<file path="config.mk">
export PLATFORM = sky130hd
export DESIGN_NAME = user_sha256_ctrl
export DESIGN_NICKNAME = d
export VERILOG_FILES = /design/src/rtl/user_pkg.sv /design/src/rtl/user_sha256_ctrl.sv
export SDC_FILE = /design/constraint.sdc
export NUM_CORES = 1
export LEC_CHECK = 0
export CAP_MARGIN = 30
export CORE_AREA = 5 5 343 345
export DETAILED_ROUTE_END_ITERATION = 10
export DIE_AREA = 0 0 348 350
export GPL_TIMING_DRIVEN = 0
export SYNTH_ARGS = -nofsm -noshare
export SYNTH_HDL_FRONTEND = slang
export SYNTH_SLANG_ARGS = --single-unit
export TNS_END_PERCENT = 5
</file>
<file path="constraint.sdc">
create_clock -name clk_i -period 9.8 [get_ports clk_i]
set_input_delay 1.47 -clock clk_i [delete_from_list [all_inputs] [get_ports clk_i]]
set_output_delay 1.47 -clock clk_i [all_outputs]
set_load 0.1 [all_outputs]
</file>
<file path="src/rtl/user_pkg.sv">
// user_pkg: user-domain address map plus SHA-256 controller offsets and FSM states
package user_pkg;
    localparam logic [31:0] UserSha256AddrOffset = 32'h2000_1000;
    localparam logic [31:0] UserSha256AddrRange  = 32'h0000_1000;
    localparam int unsigned UserSha256Idx = 1;
    localparam int unsigned NumUserDomainSubordinates = 1;

    typedef enum int unsigned {
        UserError  = 0,
        UserSha256 = 1
    } user_demux_outputs_e;

    localparam logic [11:0] ShaCtrlOff   = 12'h000;
    localparam logic [11:0] ShaStatusOff = 12'h004;
    localparam logic [11:0] ShaCyclesOff = 12'h008;
    localparam logic [11:0] ShaMsgOff    = 12'h040;
    localparam logic [11:0] ShaDigOff    = 12'h080;

    typedef enum logic [1:0] {
        sha_idle  = 2'd0,
        sha_issue = 2'd1,
        sha_busy  = 2'd2
    } sha_ctrl_state_e;
endpackage

</file>
<file path="src/rtl/user_sha256_ctrl.sv">
// user_sha256_ctrl: OBI subordinate that buffers a 512-bit block, drives an external SHA-256 core and captures its digest
// Ports: clk_i/rst_i (sync, active high); obi_* subordinate bus (gnt = req, response one cycle later);
//        core_init_o/core_next_o/core_block_o to the core, core_ready_i/core_digest_valid_i/core_digest_i back;
//        irq_o = DONE & IRQ_EN.
module user_sha256_ctrl
    import user_pkg::*;
#(
    parameter int unsigned IdWidth       = 1,
    parameter int unsigned TimeoutCycles = 1024,
    parameter int unsigned CntWidth      = 16
) (
    input  logic               clk_i,
    input  logic               rst_i,
    input  logic               obi_req_i,
    input  logic               obi_we_i,
    input  logic [3:0]         obi_be_i,
    input  logic [31:0]        obi_addr_i,
    input  logic [31:0]        obi_wdata_i,
    input  logic [IdWidth-1:0] obi_aid_i,
    output logic               obi_gnt_o,
    output logic               obi_rvalid_o,
    output logic [31:0]        obi_rdata_o,
    output logic [IdWidth-1:0] obi_rid_o,
    output logic               obi_err_o,
    output logic               core_init_o,
    output logic               core_next_o,
    output logic [511:0]       core_block_o,
    input  logic               core_ready_i,
    input  logic               core_digest_valid_i,
    input  logic [255:0]       core_digest_i,
    output logic               irq_o
);
    sha_ctrl_state_e state_q, state_d;
    logic irq_en_q, first_q, done_q, timeout_q;
    logic [CntWidth-1:0] cycles_q;
    logic [31:0] msg_q [16];
    logic [31:0] dig_q [8];
    logic rvalid_q, err_q;
    logic [31:0] rdata_q, rd;
    logic [IdWidth-1:0] rid_q;
    logic [11:0] off;
    logic is_ctrl, is_status, is_cycles, is_msg, is_dig, busy, acc_err, wr_ok;
    logic start_ok, done_set, timeout_set;
    logic unused_addr;

    assign off         = obi_addr_i[11:0];
    assign unused_addr = ^obi_addr_i[31:12];
    assign is_ctrl     = off == ShaCtrlOff;
    assign is_status   = off == ShaStatusOff;
    assign is_cycles   = off == ShaCyclesOff;
    assign is_msg      = off[11:6] == ShaMsgOff[11:6] && off[1:0] == 2'b00;
    assign is_dig      = off[11:5] == ShaDigOff[11:5] && off[1:0] == 2'b00;
    assign busy        = state_q != sha_idle;

    // START is only legal from IDLE with the core idle; otherwise the whole CTRL write is rejected
    assign acc_err = !(is_ctrl || is_status || is_cycles || is_msg || is_dig) || obi_be_i != 4'hF ||
                     (obi_we_i && (is_cycles || is_dig || (is_msg && busy) ||
                                   (is_ctrl && obi_wdata_i[0] && (busy || !core_ready_i))));
    assign wr_ok    = obi_req_i && obi_we_i && !acc_err;
    assign start_ok = wr_ok && is_ctrl && obi_wdata_i[0];

    assign done_set    = state_q == sha_busy && core_digest_valid_i && core_ready_i;
    assign timeout_set = state_q == sha_busy && !done_set && cycles_q >= CntWidth'(TimeoutCycles - 1);

    assign rd = is_ctrl   ? {29'd0, irq_en_q, 2'd0} :
                is_status ? {29'd0, timeout_q, done_q, busy} :
                is_cycles ? 32'(cycles_q) :
                is_msg    ? msg_q[off[5:2]] :
                is_dig    ? dig_q[off[4:2]] : '0;

    always_comb begin
        state_d     = state_q;
        core_init_o = 1'b0;
        core_next_o = 1'b0;
        state_d     = state_q == sha_idle  ? (start_ok ? sha_issue : sha_idle) :
                      state_q == sha_issue ? sha_busy :
                      (done_set || timeout_set) ? sha_idle : sha_busy;
        core_init_o = state_q == sha_issue && first_q;
        core_next_o = state_q == sha_issue && !first_q;
    end

    always_comb begin
        core_block_o = '0;
        for (int i = 0; i < 16; i++) core_block_o[511-32*i -: 32] = msg_q[i];
    end

    always_ff @(posedge clk_i) begin
        if (rst_i) begin
            state_q   <= sha_idle;
            irq_en_q  <= 1'b0;
            first_q   <= 1'b0;
            done_q    <= 1'b0;
            timeout_q <= 1'b0;
            cycles_q  <= '0;
            rvalid_q  <= 1'b0;
            err_q     <= 1'b0;
            rdata_q   <= '0;
            rid_q     <= '0;
            for (int i = 0; i < 16; i++) msg_q[i] <= '0;
            for (int i = 0; i < 8; i++) dig_q[i] <= '0;
        end else begin
            state_q  <= state_d;
            rvalid_q <= obi_req_i;
            rid_q    <= obi_aid_i;
            err_q    <= obi_req_i && acc_err;
            rdata_q  <= (obi_req_i && !obi_we_i && !acc_err) ? rd : '0;
            if (wr_ok && is_ctrl) begin
                irq_en_q <= obi_wdata_i[2];
                first_q  <= obi_wdata_i[1];
            end
            if (wr_ok && is_msg) msg_q[off[5:2]] <= obi_wdata_i;
            // ISSUE restarts the count at 1 because the ISSUE cycle itself is counted
            cycles_q <= state_q == sha_issue ? CntWidth'(1) :
                        state_q == sha_busy  ? cycles_q + CntWidth'(cycles_q != '1) : cycles_q;
            done_q    <= done_set || (done_q && !(state_q == sha_issue || (wr_ok && is_status && obi_wdata_i[1])));
            timeout_q <= timeout_set || (timeout_q && !(state_q == sha_issue || (wr_ok && is_status && obi_wdata_i[2])));
            if (done_set) for (int i = 0; i < 8; i++) dig_q[i] <= core_digest_i[255-32*i -: 32];
        end
    end

    assign obi_gnt_o    = obi_req_i;
    assign obi_rvalid_o = rvalid_q;
    assign obi_rdata_o  = rdata_q;
    assign obi_rid_o    = rid_q;
    assign obi_err_o    = err_q;
    assign irq_o        = done_q && irq_en_q;
endmodule
</file>
After elaboration in Yosys (flattened, before gate mapping):

Memories as Yosys holds them, arrays and structs flattened.
Cells that the tools add are included.

* flip-flop bits (word level): 57
* input bits: 331
* memories: 2
* output and inout bits: 551
* RAM bits: 768

Memory list
* msg_q: depth 16, width 32, read ports 17, clocked after Yosys merged registers in 0, wr ports 16, RTL line user_sha256_ctrl.sv:36 `logic [31:0] msg_q [16];`
* dig_q: depth 8, width 32, read ports 1, clocked after Yosys merged registers in 0, wr ports 8, RTL line user_sha256_ctrl.sv:37 `logic [31:0] dig_q [8];`

* equality and inequality tests: 8
* $add $sub $neg: 1
* bitwise operators: 9
* reduce and logical (&&, ||, !) cells: 60
* order comparisons: 1
* mux-type cells: 30

Operator list (count)
* 2-to-1 mux 32 bit: 11
* OR reduction 32 bit: 1
* logical AND 1 bit: 26
* adder 16 x 1 -> 16 bit: 1
* greater-or-equal comparator 16 x 10 -> 1 bit (second input constant): 1
* 2-to-1 mux 16 bit: 1
* inequality test 16 bit (second input constant): 1
* logical OR 1 bit: 15
* == test 12 x 3 -> 1 bit (second input constant): 1
* == test 12 x 4 -> 1 bit (second input constant): 1
* zero test 12 bit: 1
* 2-to-1 mux 1 bit: 12
* zero test 1 bit: 8
* OR 1 bit: 8
* == test 7 x 3 -> 1 bit (second input constant): 1
* == test 6 x 1 -> 1 bit (second input constant): 1
* 2-to-1 mux 2 bit: 3
* 2-to-1 mux 3 bit: 2
* OR reduction 5 bit: 1
* zero test 2 bit: 2
* 2-to-1 mux 4 bit: 1
* inequality test 4 bit (second input constant): 1
* nonzero test 2 bit: 2
* OR reduction 2 bit: 2
* 5 further kinds: 5

Longest topological paths before layout:

Gate-level depths: netlist of the first run.

* depth after elaboration: 16
* mapped depth: 9
* mapped depth without buffers: 9

Worst setup path before layout of the first run:

OpenSTA, ideal clock, no wires.

* kind: input to register
* start point: in rst_i
* end point: mem dig_q[0][0] (enable)
* setup time: 0.607 ns
* stages: 4
* data arrival time: 7.025 ns
* slack: 2.168 ns
* path through: clkbuf_1 > clkbuf_1 > a31oi_1 > inv_1

RTL lines
* start, declared: RTL line user_sha256_ctrl.sv:13 `input logic rst_i,`
* end, declared: RTL line user_sha256_ctrl.sv:37

==> impl_metrics.yaml, run 1 <==
floorplanning:
  fp.dieH_um: 350
  start_util_pct: 33.3
  die_w_um: 348
  fp.coreArea_um2: 114000
  io_pins: 882
  row_count: 124
  die_area_um2: 122000
clock_network:
  hold_buffers: 0
  cts_buffer_depth: 3
  cts_buffers: 93
  cts_tree: "yes"
  clock-sinks: 825
  htreeDepth: 3
  post_cts_buffers: 0
  insertion_delay_ps: 700
  clk_pin_slew_ps: 70
  cts_resized: 0
  cts_root_buf: "clkbuf_16"
synthesis:
  synth_xor_area_share_pct: 0.323
  syn_nets: 2980
  syn_inst: 2644
  synthTopCellsByArea: "edfxtp_1 (61%), mux4_2 (9.7%), nor4_1 (8.5%)"
  synthAdderAreaFrac_pct: 0.165
  yosysSeqAreaShare_pct: 63.8
  yosysTopAreaCell: "edfxtp_1"
  synth_enable_flop_cells: 768
  synth_top_area_share_pct: 60.7
  ys_types: 57
  synth_warnings: 0
  synth_top_flop_cell: "edfxtp_1"
  avgSynthCellArea_um2: 14.4
  yosys.area_share.simple_pct: 15.8
  synth_top_family_by_area: "simple AND/OR/NAND/NOR gates"
  async_flop_share_pct: 0
  syn_area_um2: 38000
  synth-seq-cells: 825
  synth_mux_area_share_pct: 13.2
  synth_compound_area_share_pct: 3.13
global_route:
  grt_max_degree: 109
  top_usage_layer: "met2"
  grt_pass1_wl_um: 270000
  grt_use_met3_pct: 9.99
  grt_use_met2_pct: 53.0
  gr-usage-all-layers_pct: 32.1
  grt_pass1_vias: 32000
  antenna_found_initial: 19
  grt_use_met1_pct: 39.5
  grt_overflow: 0
final_layout:
  drive_above_1_share_pct: 16.4
  num-fill-cells: 9869
  instances_no_fill: 5392
  final_common_cell: "clkdlybuf4s50_1"
  final_area_um2: 56600
  layout-area-overhead-vs-synth_pct: 49.1
  layout_common_cells: "clkdlybuf4s50_1 (856), edfxtp_1 (768), nor4_1 (515)"
  finalNetCount: 4128
  fin_util_pct: 49.7
placement:
  dp_worst_setup_slack_ps: 4100
  gp_congestion: 0.914
  placed_area_um2: 53500
  dp.final_hpwl_um: 159000
  portBuffers: 856
  dp_cells: 5208
worst_setup_path:
  startpoint_type: "primary input"
  crit_buf_inv: 6
  path_cells: "clkdlybuf4s50_1 > clkbuf_1 > clkbuf_1 > a31oi_1 > inv_8 > buf_16 > buf_16"
  cp-end-kind: "register"
  slowest_delay_ps: 810
  cp.arrival_ps: 5340
  path_class: "in -> reg"
  required_ps: 10120
  crit_fanout: 108
  cpMaxStageDelayCell: "clkbuf_1"
  critPathTopFamily: "buffers and inverters"
routing:
  vias: 32000
  wl_per_cell_um: 37.5
  first_pass_iters: 8
  first_iter_violations: 3986
  drc_errors: 0
  drt-total-wl_um: 202000
  postRouteAntennaNets: 0
  viasPerCell: 5.94
timing:
  period_share_pct: 51.3
  grt_setup_unrepaired: "no"
  finalHoldViolCount: 0
  setup_violations: 0
  drv_slew: 0
  max_freq_ghz: 0.199
  skew_ps: 36.5
  worst_slew_pin_slew_ps: 1110
  min_period_ps: 5030
  maxSlewHeadroom_pct: 26.1
  worst_slack_ps: 4770
status:
  status: "complete, no violations"
pwr:
  switchingPower_w: 0.00309
  combPwrFrac_pct: 21.1
  p_int_w: 0.00665
  p_leak_nw: 19.0
  p_per_area_nw_per_um2: 172
  p_seq_share_pct: 42.2
  vdd_drop_max_mv: 0.143
  pwr-share-clk_pct: 36.6
  swShare_pct: 31.7
min_path:
  min_path_type: "reg -> reg"
run:
  drv_cap: 0
[final cells by class]
type	instances	area, um2	share of cell area (%)
Inverter	7	33.8	0.0597
Clock inverter	47	478	0.844
Multi-Input combinational cell	1513	12400	21.9
Buffer	299	1350	2.38
Sequential cell	825	24200	42.8
Clock buffer	126	2550	4.51
Tap cell	1512	1890	3.34
Antenna cell	10	25.0	0.0442
Timing Repair Buffer	1053	13700	24.1
[synth_stat cells (2+ instances only)]
cell,instances
o21ai_1,12
nand2_1,142
and2_1,197
mux2_2,16
o22ai_1,19
a221oi_1,15
a31oi_1,2
a221o_1,3
buf_6,5
buf_1,8
a41o_1,16
o21a_1,17
nand2b_1,7
nand4_1,5
mux2i_1,112
nor4_1,515
dfxtp_1,57
mux4_2,164
xor2_1,8
ha_1,5
edfxtp_1,768
a22oi_1,14
a211oi_1,2
and3_1,3
and4_1,5
or4_1,2
clkbuf_1,198
buf_4,31
a311oi_1,12
inv_1,6
o221a_2,2
buf_2,57
nor2_1,69
xnor2_1,6
nor3_1,7
nand3_1,13
nor2b_1,71
o211ai_1,13
o31ai_1,2
a21oi_1,21
[tightest hold or removal path: stages, from the launching register on]
cell	delay (ps)
dfxtp_1	350
mux2i_1	80
nor2_1	70
[final timing paths]
check / from / end / slack (ps) / depth (start not counted)
max: rst_i / dig_q[2][26] / 4770 / 7
max reg2reg: state_q[0] / dig_q[3][10] / 6640 / 8
min: first_q / first_q / 540 / 2
min reg2reg: first_q / first_q / 540 / 2
[power by group through the flow]
stage | clock network [W] | registers [W] | logic [W]
global route | 0.00372 | 0.00412 | 0.00209
CTS | 0.00358 | 0.00411 | 0.00205
floorplan | 0 | 0.00496 | 0.000338
global placement | 0 | 0.00420 | 0.00182
detailed placement | 0 | 0.00418 | 0.00205
finish | 0.00356 | 0.00411 | 0.00206
[metal layers]
layer  routed length, um  share of wire, %
met5                  39             0.019
met4                9070               4.5
met3               23400                12
met2               96100                47
met1               73700                36
[through the flow]
stage / total power [W] / TNS (ps) / hold slack [ps]
3_5_place_dp: 0.00623 / 0 / 525
2_1_floorplan: 0.00530 / 0 / 477
3_3_place_gp: 0.00602 / -473500 / 494
5_1_grt: 0.00993 / 0 / 569
6_report: 0.00973 / 0 / 537
4_1_cts: 0.00974 / 0 / 536
[state kept, by name, indices dropped and copies added (netlist names)]
| register | cells |
|---|---|
| cycles_q | 16 |
| first_q | 1 |
| msg_q | 512 |
| irq_en_q | 1 |
| state_q | 2 |
| dig_q | 256 |
| done_q | 1 |
| obi_rdata_o | 32 |
| timeout_q | 1 |
| obi_rvalid_o | 1 |
| obi_err_o | 1 |
| obi_rid_o | 1 |
[cell families after synthesis]
logic type,Yosys count
XOR/XNOR,14
multiplexers,292
AO/OA/AOI/OAI,158
adder cells (fa/ha/maj),5
AND/OR/NAND/NOR,1044
buffers and inverters,306
flip-flops,825
(Power assumes the default switching activity.)
==> run 2, diff against run 1 <==
- clock period: 9.8 -> 5.17 ns (I/O delays scaled with it)
==> impl_metrics.yaml, run 2 (synthesis gave the netlist of run 1 again) <==
status:
  status: "complete, no violations"
final_layout:
  seqCellArea_um2: 24200
  layout_common_cells: "clkdlybuf4s50_1 (856), edfxtp_1 (768), nor4_1 (515)"
  finalNetCount: 4123
  layout-area-overhead-vs-synth_pct: 48.8
  drive_above_1_share_pct: 16.4
  fin_util_pct: 49.6
  multiInputGateArea_um2: 12400
  top_register: "msg_q"
  final_area_um2: 56500
  largest_reg_flops: 512
  num-fill-cells: 9856
  final_common_cell: "clkdlybuf4s50_1"
floorplanning:
  die_w_um: 348
  io_pins: 882
  die_area_um2: 122000
  start_util_pct: 33.3
  fp.dieH_um: 350
  row_count: 124
  fp.coreArea_um2: 114000
worst_setup_path:
  path_class: "in -> reg"
  path_cells: "clkdlybuf4s50_1 > buf_2 > buf_2 > clkbuf_1 > mux4_2 > o21ai_1 > a311oi_1"
  required_ps: 5710
  r2r-start: "state_q[0]"
  r2r-end: "dig_q[3][12]"
  cp.arrival_ps: 4270
  slowest_delay_ps: 800
  cp-end-kind: "register"
  cp_common_cell: "buf_2"
  cpMaxStageDelayCell: "clkbuf_1"
  crit_fanout: 10
  rrSetupSlack_ps: 1950
  reg2regPathDepth: 8
  startpoint_type: "primary input"
routing:
  viasPerCell: 5.89
  drc_errors: 0
  vias: 31800
  first_pass_iters: 6
  first_iter_violations: 4106
  drt-total-wl_um: 202000
  postRouteAntennaNets: 0
  wl_per_cell_um: 37.4
placement:
  dp.final_hpwl_um: 159000
  placed_area_um2: 53400
  portBuffers: 856
  gp_congestion: 0.932
  dp_worst_setup_slack_ps: 800
global_route:
  antenna_found_initial: 23
  grt_overflow: 0
  grt_max_degree: 46
  grt_pass1_vias: 31700
  grt_pass1_wl_um: 269000
  gr-usage-all-layers_pct: 31.9
timing:
  grt_setup_unrepaired: "no"
  period_share_pct: 72.3
  maxSlewHeadroom_pct: 29.6
  fin_hold_ws_ps: 512
  skew_ps: 21.9
  tns_ps: 0
  worst_slack_ps: 1430
  setup_violations: 0
  min_period_ps: 3740
  worst_slew_pin_slew_ps: 1050
  drv_slew: 0
  finalHoldViolCount: 0
  max_freq_ghz: 0.268
clock_network:
  post_cts_buffers: 0
  cts_tree: "yes"
  htreeDepth: 3
  clock-sinks: 825
  cts_buffer_depth: 3
  clk_pin_slew_ps: 60
  cts_root_buf: "clkbuf_16"
  cts_resized: 0
  hold_buffers: 0
  cts_buffers: 91
  insertion_delay_ps: 690
pwr:
  p_leak_nw: 18.9
  vdd_drop_max_mv: 0.243
  p_per_area_nw_per_um2: 326
run:
  drv_cap: 0
min_path:
  hp-start: "done_q"
  min_to: "done_q"
  hold_path_depth: 1
  min_path_type: "reg -> reg"
==> run 2: cell count changes in the layout (fill, tap and decap cells not counted), sizes merged <==
cell,previous run,this run
bufinv,6,10
buf,298,295
inv,13,10
clkinv,29,39
diode,10,13
clkbuf,324,311
==> run 2: layer usage <==
metal | vias to the layer above | wire (um) | track usage [%]
met5 | - | 29 | 0
met4 | 6 | 7800 | 10.8
met3 | 456 | 23900 | 10.4
met2 | 2500 | 96200 | 53.2
met1 | 15900 | 73900 | 39.4
li1 | 12900 | - | -
==> run 2: area by class of cell <==
type	count	share of cell area (%)
antenna	13	0.0576
clock inverter	58	1.12
sequential	825	42.9
buffer	299	2.44
timing repair buffer	1050	23.9
inverter	7	0.0532
multi-input combinational	1513	22.0
tap	1512	3.35
clock buffer	113	4.21
==> run 2: through the flow <==
step / cells / total power, W
3_5_place_dp: 5205 / 0.0118
5_1_grt: 5384 / 0.0188
3_3_place_gp: 5012 / 0.0114
4_1_cts: 5376 / 0.0184
6_report: 5390 / 0.0184
2_1_floorplan: 2644 / 0.0100
==> run 2: power by group <==
part	switching (W)	internal (W)	total, W	leakage (nW)
Clock	0.00294	0.00380	0.00675	1.46
Sequential	0.000207	0.00758	0.00779	7.95
Combinational	0.00268	0.00121	0.00389	9.50
Total	0.00583	0.0126	0.0184	18.9
==> run 2: how the worst max path moves through the flow <==
stage	startpoint	end
finish	obi_addr_i[3]	obi_rdata_o[13]
global route	obi_addr_i[3]	obi_rdata_o[22]
CTS	obi_addr_i[3]	obi_rdata_o[22]
detailed placement	obi_addr_i[3]	obi_rdata_o[22]
global placement	rst_i	dig_q[0][31]
floorplan	rst_i	dig_q[0][0]
==> run 2: critical path: cells and delay by family <==
kind                   cells  cell delay (ps)
AOI/OAI and AO/OA          2              640
muxes                      1              450
buffers and inverters      4             2370
